**src/rtl/spi_link_pkg.sv**
```systemverilog
// Shared types, status field map and helpers for the SPI link scheduler.
package spi_link_pkg;

    typedef enum logic [3:0] {
        A_ANGLE  = 4'd2,
        A_PERIOD = 4'd3,
        A_MODE   = 4'd4,
        A_CMD    = 4'd5,
        A_POWER  = 4'd6,
        A_READ   = 4'd15
    } addr_t;

    typedef enum logic [1:0] {IDLE, SNAP, LOAD, WAIT} tx_state_t;

    localparam int unsigned POWER_BIT = 31;
    localparam int unsigned CMD_HI    = 30;
    localparam int unsigned CMD_LO    = 29;
    localparam int unsigned MODE_HI   = 28;
    localparam int unsigned MODE_LO   = 27;
    localparam int unsigned PERIOD_HI = 19;
    localparam int unsigned PERIOD_LO = 12;
    localparam int unsigned ANGLE_HI  = 11;
    localparam int unsigned ANGLE_LO  = 0;

    // Reserved bits 26:20 are never reported, so they are not kept in the snapshot.
    localparam logic [31:0] STATUS_USED = 32'hF80F_FFFF;

    function automatic logic is_cmd_addr(input logic [3:0] addr);
        return (addr >= 4'd2) && (addr <= 4'd6);
    endfunction

    function automatic logic [11:0] field_of(input logic [3:0] addr, input logic [31:0] snapshot);
        logic [11:0] field;
        field = '0;
        case (addr)
            A_ANGLE:  field = snapshot[ANGLE_HI:ANGLE_LO];
            A_PERIOD: field = {4'd0, snapshot[PERIOD_HI:PERIOD_LO]};
            A_MODE:   field = {10'd0, snapshot[MODE_HI:MODE_LO]};
            A_CMD:    field = {10'd0, snapshot[CMD_HI:CMD_LO]};
            A_POWER:  field = {11'd0, snapshot[POWER_BIT]};
            default:  field = '0;
        endcase
        return field;
    endfunction

endpackage

```
**src/rtl/spi_rx_commit.sv**
```systemverilog
// Captures host command words, issues the one-cycle commit to interface_controller and
// flags malformed or overrunning words.
module spi_rx_commit
    import spi_link_pkg::*;
(
    input  logic        CLK,
    input  logic        nRESET,
    input  logic [15:0] rx_word,
    input  logic        rx_valid,
    output logic [15:0] spi_word,
    output logic        readBusy,
    output logic        frame_err,
    output logic        rdReqValid,
    output logic [3:0]  rdReqAddr
);

    logic [3:0] rxAddr;
    logic       commitQ;
    logic       inFlight;
    logic       isWrite;
    logic       isRead;
    logic       accept;
    logic       commitD;
    logic       frameErrD;

    assign rxAddr    = rx_word[15:12];
    assign rdReqAddr = rx_word[3:0];

    // A commit owns the two cycles after its strobe; any word landing there is an overrun.
    assign inFlight = commitQ || !readBusy;

    always_comb begin
        isWrite    = is_cmd_addr(rxAddr);
        isRead     = (rxAddr == A_READ) && is_cmd_addr(rdReqAddr);
        accept     = rx_valid && !inFlight;
        commitD    = accept && isWrite;
        rdReqValid = accept && isRead;
        frameErrD  = rx_valid && (inFlight || !(isWrite || isRead));
    end

    always_ff @(posedge CLK or negedge nRESET) begin
        if (!nRESET) begin
            spi_word  <= '0;
            commitQ   <= 1'b0;
            readBusy  <= 1'b1;
            frame_err <= 1'b0;
        end else begin
            if (commitD) begin
                spi_word <= rx_word;
            end
            commitQ   <= commitD;
            readBusy  <= !commitQ;
            frame_err <= frameErrD;
        end
    end

endmodule

```
**src/rtl/spi_link_scheduler.sv**
```systemverilog
// FPGA-side SPI link sequencer: host command commit path plus round-robin telemetry
// frames, with host read requests preempting the rotation.
module spi_link_scheduler
    import spi_link_pkg::*;
#(
    parameter int unsigned TX_PERIOD = 1000,
    parameter int unsigned CNT_W     = 16
) (
    input  logic        CLK,
    input  logic        nRESET,
    input  logic [15:0] rx_word,
    input  logic        rx_valid,
    input  logic [31:0] status_reg,
    input  logic        tx_ready,
    output logic [15:0] spi_word,
    output logic        readBusy,
    output logic        writeBusy,
    output logic [15:0] tx_word,
    output logic        tx_valid,
    output logic        frame_err
);

    localparam logic [CNT_W-1:0] CNT_LAST = CNT_W'(TX_PERIOD - 1);

    tx_state_t        stateQ, stateD;
    logic [CNT_W-1:0] cntQ, cntD;
    logic [3:0]       rrPtrQ, rrPtrD;
    logic [3:0]       pendAddrQ, pendAddrD;
    logic             pendValidQ, pendValidD;
    logic [31:0]      snapQ, snapD;
    logic [15:0]      txWordQ, txWordD;
    logic             txValidQ, txValidD;
    logic [3:0]       loadAddr;
    logic             rdReqValid;
    logic [3:0]       rdReqAddr;

    spi_rx_commit u_rx_commit (
        .CLK        (CLK),
        .nRESET     (nRESET),
        .rx_word    (rx_word),
        .rx_valid   (rx_valid),
        .spi_word   (spi_word),
        .readBusy   (readBusy),
        .frame_err  (frame_err),
        .rdReqValid (rdReqValid),
        .rdReqAddr  (rdReqAddr)
    );

    always_comb begin
        stateD     = stateQ;
        cntD       = cntQ;
        rrPtrD     = rrPtrQ;
        pendAddrD  = pendAddrQ;
        pendValidD = pendValidQ;
        snapD      = snapQ;
        txWordD    = txWordQ;
        txValidD   = txValidQ;
        loadAddr   = pendValidQ ? pendAddrQ : rrPtrQ;

        case (stateQ)
            IDLE: begin
                cntD = cntQ + 1'b1;
                if (pendValidQ || (cntQ == CNT_LAST)) begin
                    stateD = SNAP;
                end
            end
            SNAP: begin
                snapD  = status_reg & STATUS_USED;
                stateD = LOAD;
            end
            LOAD: begin
                txWordD  = {loadAddr, field_of(loadAddr, snapQ)};
                txValidD = 1'b1;
                if (pendValidQ) begin
                    pendValidD = 1'b0;
                end else begin
                    rrPtrD = (rrPtrQ == A_POWER) ? A_ANGLE : rrPtrQ + 4'd1;
                end
                stateD = WAIT;
            end
            WAIT: begin
                if (tx_ready) begin
                    txValidD = 1'b0;
                    cntD     = '0;
                    stateD   = IDLE;
                end
            end
            default: stateD = IDLE;
        endcase

        // Single-entry read queue: the newest host request always wins.
        if (rdReqValid) begin
            pendValidD = 1'b1;
            pendAddrD  = rdReqAddr;
        end
    end

    always_ff @(posedge CLK or negedge nRESET) begin
        if (!nRESET) begin
            stateQ     <= IDLE;
            cntQ       <= '0;
            rrPtrQ     <= A_ANGLE;
            pendAddrQ  <= '0;
            pendValidQ <= 1'b0;
            snapQ      <= '0;
            txWordQ    <= '0;
            txValidQ   <= 1'b0;
        end else begin
            stateQ     <= stateD;
            cntQ       <= cntD;
            rrPtrQ     <= rrPtrD;
            pendAddrQ  <= pendAddrD;
            pendValidQ <= pendValidD;
            snapQ      <= snapD;
            txWordQ    <= txWordD;
            txValidQ   <= txValidD;
        end
    end

    assign writeBusy = (stateQ != SNAP);
    assign tx_word   = txWordQ;
    assign tx_valid  = txValidQ;

endmodule

```
**config.mk**
```make
export PLATFORM = sky130hd
export DESIGN_NAME = spi_link_scheduler
export DESIGN_NICKNAME = d
export VERILOG_FILES = /design/src/rtl/spi_link_pkg.sv /design/src/rtl/spi_rx_commit.sv /design/src/rtl/spi_link_scheduler.sv
export SDC_FILE = /design/constraint.sdc
export NUM_CORES = 1
export LEC_CHECK = 0
export ABC_CLOCK_PERIOD_IN_PS = 5100
export CORE_MARGIN = 3
export CORE_UTILIZATION = 54
export DETAILED_ROUTE_END_ITERATION = 10
export GPL_TIMING_DRIVEN = 0
export PLACE_DENSITY_LB_ADDON = 0.2
export SLEW_MARGIN = 20
export SYNTH_ARGS = -nofsm -noshare
export SYNTH_HDL_FRONTEND = slang
export SYNTH_SLANG_ARGS = --single-unit
```
**constraint.sdc**
```tcl
create_clock -name CLK -period 5.1 [get_ports CLK]
set_input_delay 1.02 -clock CLK [delete_from_list [all_inputs] [get_ports CLK]]
set_output_delay 1.02 -clock CLK [all_outputs]
set_load 0.01 [all_outputs]
```
After elaboration in Yosys (flattened, before gate mapping)
Cells that the tools add are included.

word-level totals
  register bits = 88
  output and inout bits = 36
  word-level logic and storage cells = 68

cells by class
  $add $sub $neg = 2
  $lt $le $gt $ge = 4
  equal/unequal tests = 14
  multiplexer cells = 12
  bitwise gates (word level) = 1
  reduce and logical (&&, ||, !) cells = 23

operator list
  cell                     count
  $pmux W12 S5             1
  $pmux W16 S2             1
  $add A16 B1 Y16 const B  1
  $eq A16 B10 Y1 const B   1
  $eq A4 B3 Y1 const B     4
  $mux W16                 1
  $eq A4 B2 Y1 const B     2
  $ge A4 B2 Y1 const B     2
  $le A4 B3 Y1 const B     2
  $mux W4                  2
  $pmux W2 S4              1
  $reduce_and A2 Y1        4
  $logic_and A1 B1 Y1      7
  $reduce_bool A2 Y1       3
  $add A4 B1 Y4 const B    1
  $eq A2 B2 Y1 const B     2
  $eq A4 B4 Y1 const B     1
  $logic_not A1 Y1         4
  $logic_or A1 B1 Y1       4
  $mux W2                  2
  $ne A2 B2 Y1 const B     2
  $mux W1                  3
  $eq A2 B1 Y1 const B     1
  $logic_not A2 Y1         1
  3 further kinds          3

Logic depth before layout (Yosys ltp)
  depth in word-level cells = 7
  gate-level depth with buffers = 8
  gate-level depth less buffers = 6

Hierarchy
A second synthesis with hierarchy kept.

second synthesis, totals
  cells, all modules = 323
  area, all modules = 4,010.1 um^2

by module, submodules not included
  module              times used  cells each  area each (um^2)  sequential area each (um^2)
  spi_link_scheduler  1           270         3,189.3           1,727.9
  spi_rx_commit       1           53          820.8             476.7

Worst setup path after synthesis
No wires, ideal clock.

  path type = input to register
  start point = in rx_word[14]
  end point = reg u_rx_commit.spi_word[10]
  setup time = 0.125 ns
  data arrival time = 2.391 ns
  required time = 4.975 ns
  setup slack = 2.584 ns
  stages = 6
  buffers on the path = 2
  path through = and3_1 nor3_1 and3_1 clkbuf_1 buf_2 mux2_2

between the ends
  cells in the longest elaborated chain, start to end = 3
  elaborated cells on any way between the ends = 4
  those cells by class = 2 x order compare; 2 x reduce/logical

ends and longest elaborated chain
  item                                          RTL line                  RTL
  from (decl)                                   spi_link_scheduler.sv:11  input logic [15:0] rx_word,
  $ge A4 B2 Y1 or $le A4 B3 Y1 (tied branches)  spi_link_pkg.sv:29        return (addr >= 4'd2) && (addr <= 4'd6);
  $logic_and A1 B1 Y1 *                         spi_link_pkg.sv:29
  $logic_and A1 B1 Y1 *                         spi_rx_commit.sv:36       commitD = accept && isWrite;
  via u_rx_commit.commitD                       spi_rx_commit.sv:23       logic commitD;
  to (signal assigned)                          spi_rx_commit.sv:49       spi_word <= rx_word;
  to (decl)                                     spi_rx_commit.sv:10       output logic [15:0] spi_word,

Mark *: on every way through the listed nets, which the timed path passes. The rest lies on a longest branch.
A chain may end at the register's enable or synchronous reset.

Worst setup path in the final report
  start point = reg stateQ[1]
  end point = out writeBusy

between the ends
  cells in the longest elaborated chain, start to end = 1

ends and longest elaborated chain
  item                    RTL line                   RTL
  from (decl)             spi_link_scheduler.sv:25   tx_state_t stateQ, stateD;
  from (signal assigned)  spi_link_scheduler.sv:109  stateQ <= stateD;
  $ne A2 B1 Y1            spi_link_scheduler.sv:120  assign writeBusy = (stateQ != SNAP);
  to (decl)               spi_link_scheduler.sv:17   output logic writeBusy,

Every way passes these cells.

==> results list <==
- Result of the run: completed
* Vias per inst: 5.59
- Area share of the largest cell type after synthesis: 54.9%
- Register area share after synthesis: 56.3%
- Number of setup buffers added after CTS: 0
- Pwr Total: 2.61 mW
* Highest net fanout along the worst path: 10
* Number of hold buffers added after CTS: 0
* Main area contributors after synthesis: dfrtp_1 55%, mux2_2 12%, mux2i_1 3.8%
- Clock sink count: 88
* Pleak: 2.22 nW
- The first TritonRoute pass finished after 4 iterations.
- During synthesis, Yosys emitted a total of 0 warnings.
- Fmax: 284 MHz
* Resize count post-CTS: 0
* Fillcell total: 496
- Setup violations remaining at the end of the flow were counted as 0.
- After technology mapping, the gate count stands at 324.
- Power density cells: 518 mW/mm^2
- Count of port buffers added during placement: 80
* Diodes inserted: 0
- Total negative slack for setup checks: 0 ns
* Width of the die: 91.2 um
- The first global-routing pass estimated 14000 um of wire.
* Required time of the critical path: 4.08 ns
* Clock slew at reported path FFs: 0.08 ns
- The number of max-slew violations in the final report is 0.
* Clock tree from TritonCTS: built
- Most common cell in the netlist: dfrtp_1
* Clock root buffer master: clkbuf_8
* Residual antenna-violating net count after detailed routing: 0
* Boundary pin count: 88
* GRT met3 Usage: 5.72%
- Area growth from synthesis to layout: 28.7%
- Largest net degree at the start of global routing: 47
* Netlist area before placement: 0.00392 sq mm
- DRC Markers: 0
* Worst slew pin tran: 0.828 ns
* GRT Residual Overflow: 0
* Syn Nets: 383
- Via count of the first global-routing pass: 2873
- Worst slack, placed: 1.86 ns
- DPL Wire Length: 6020 um
- Clock latency of the later-clocked register in the worst-skew pair: 0.36 ns
- Most utilized layer in the global route result: met2
* Post-synthesis cell type count: 49
* Total global-route track usage: 21.1%
- Syn Area/Cell: 12.1 sq um
* Critical path startpoint category: register
- In the synthesized netlist, the cells that appear most often are 86 x dfrtp_1, 43 x mux2_2, 23 x nand2_1, 15 x mux2i_1, 12 x nor2_1.
* Worst setup slack after layout: 1.58 ns
- Number of buffers created by CTS: 9
* Most used flip-flop cell after synthesis: dfrtp_1
- Of the available clock period, the critical path in the final layout requires 69.1%.
- The post-route netlist has 16.4% of its cells at a drive strength greater than 1.
* Deepest level of the CTS H-tree: 3
- Class of the most critical hold timing path: register to register
- The floorplan has 30 rows.
- In this run, the number of DRC markers left after iteration 0 of detailed routing was 126.
* Aggregate routed wire length: 8210 um
* Detailed-route wire length per cell: 15.9 um
- Setup repair after global routing left no endpoint under its margin.
- Maximum Capacitance Violations: 0
- VDD IR max: 0.330 mV
- The net count of the finished layout is 475.
- Number of synthesized flops with an enable pin: 0
* Setup crit end kind: output port
- Number of vias in the routed layout: 2892
- The die is 91.2 um tall.
* Final worst clock skew: 0.0134 ns
* Antenna violations before repair: 0
- Shortest clock period the worst path allows after layout: 3.52 ns
- Final hold violation count: 0
- Synthesized flop and latch total: 88
* Worst relative slew slack: 44.7%
* Met1 track demand over resource: 27.6%
- Of all cell types, the one taking the most synthesized area is dfrtp_1.
* Number of buffers on the longest clock path: 2
- The core region is 0.00691 sq mm.
- In the global route stage, met2 resource usage came out at 34.0%.
- Kind of critical path: register to output port
- At the end of routability-driven placement, the weighted congestion stood at 0.818.
* Async set-or-reset flop fraction in the synthesized netlist: 100%
- Critical Path AT: 2.50 ns
* Overall die area: 0.00831 sq mm
* Starting Density: 56.7%
-- final cells by class --
type	instances	area (sq um)	area share, %
clock inverters	7	56.3	1.12
multi-input cells	211	1620	32.1
flip-flops and latches	88	2200	43.7
repair buffers	81	826	16.4
plain buffers	14	55.1	1.09
clock buffers	9	124	2.46
inverters	11	41.3	0.819
well taps	96	120	2.38
-- metrics by stage --
stage	hold slack, ns	area [sq um]	utilization (%)	std cells
after floorplan	0.361	3920	-	324
after global routing	0.413	5040	73.0	517
final	0.398	5040	73.0	517
after CTS	0.399	5040	73.0	517
after global placement	0.370	4840	70.1	500
after detailed placement	0.386	4860	70.4	501
-- cells in the final DEF (no fill, tap or decap), drive strengths merged, types with 2 or more instances in the layout --
master and count:
dfrtp 86, nand3 7, nor3b 2, o211ai 4, nor2b 7, mux2 44
a31oi 3, nand2 23, a21oi 6, o32a 3, a21o 8, dfstp 2
clkinv 5, o221ai 2, clkdlybuf4s50 79, buf 5, or4 6, clkbuf 20
nand4 3, inv 12, o22ai 2, ha 7, nor3 9, mux2i 15
nor2 12, o311ai 2, nand2b 5, o2bb2ai 4, o21ai 7, o41ai 2
o31ai 4, and2 5, xor2 2, and3 4
-- cells by family (layout without fill, tap and decap cells) --
logic type	count (synthesis)	count (layout)	synth area share, %
buf+inv	25	122	2.46
fa+ha+maj	7	7	2.24
simple gates	87	87	11.5
flops	88	88	56.3
compound gates	56	56	10.6
mux	59	59	16.5
xor+xnor	2	2	0.447
-- worst paths after layout --
check,slack [ns],from,to,cells after the start
worst min-delay path,0.40,u_rx_commit.commitQ,u_rx_commit.readBusy,1
worst min register to register,0.40,u_rx_commit.commitQ,u_rx_commit.readBusy,1
min in group asynchronous,0.65,nRESET,tx_word[13],1
worst max register to register,2.88,pendValidQ,tx_word[3],6
worst max-delay path,1.58,stateQ[1],writeBusy,6
max in group asynchronous,3.84,nRESET,cntQ[6],2
-- metal layers --
metal	up-vias	share of wire, %
li1	1371	-
met1	1429	43
met2	85	49
met3	7	6.7
met4	0	1.3
met5	-	0
-- registers in the layout, indices dropped and copies added, names as in the netlist --
register and cells:
snapQ 25, cntQ 16, tx_word 16, u_rx_commit.spi_word 16, pendAddrQ 4, rrPtrQ 4
stateQ 2, pendValidQ 1, tx_valid 1, u_rx_commit.commitQ 1, u_rx_commit.frame_err 1, u_rx_commit.readBusy 1
-- where the power goes --
| group | total (mW) | internal, mW | switching (mW) |
|---|---|---|---|
| clock network | 0.437 | 0.182 | 0.255 |
| logic | 1.06 | 0.568 | 0.488 |
| registers | 1.12 | 0.953 | 0.166 |
-- critical path: stages, from the launching register on --
cell	delay (ns)
dfrtp_1	0.42
inv_1	0.09
ha_1	0.14
clkbuf_1	0.36
clkbuf_1	0.57
inv_1	0.08
clkdlybuf4s50_1	0.50
Power figures use the tool's default switching activity.
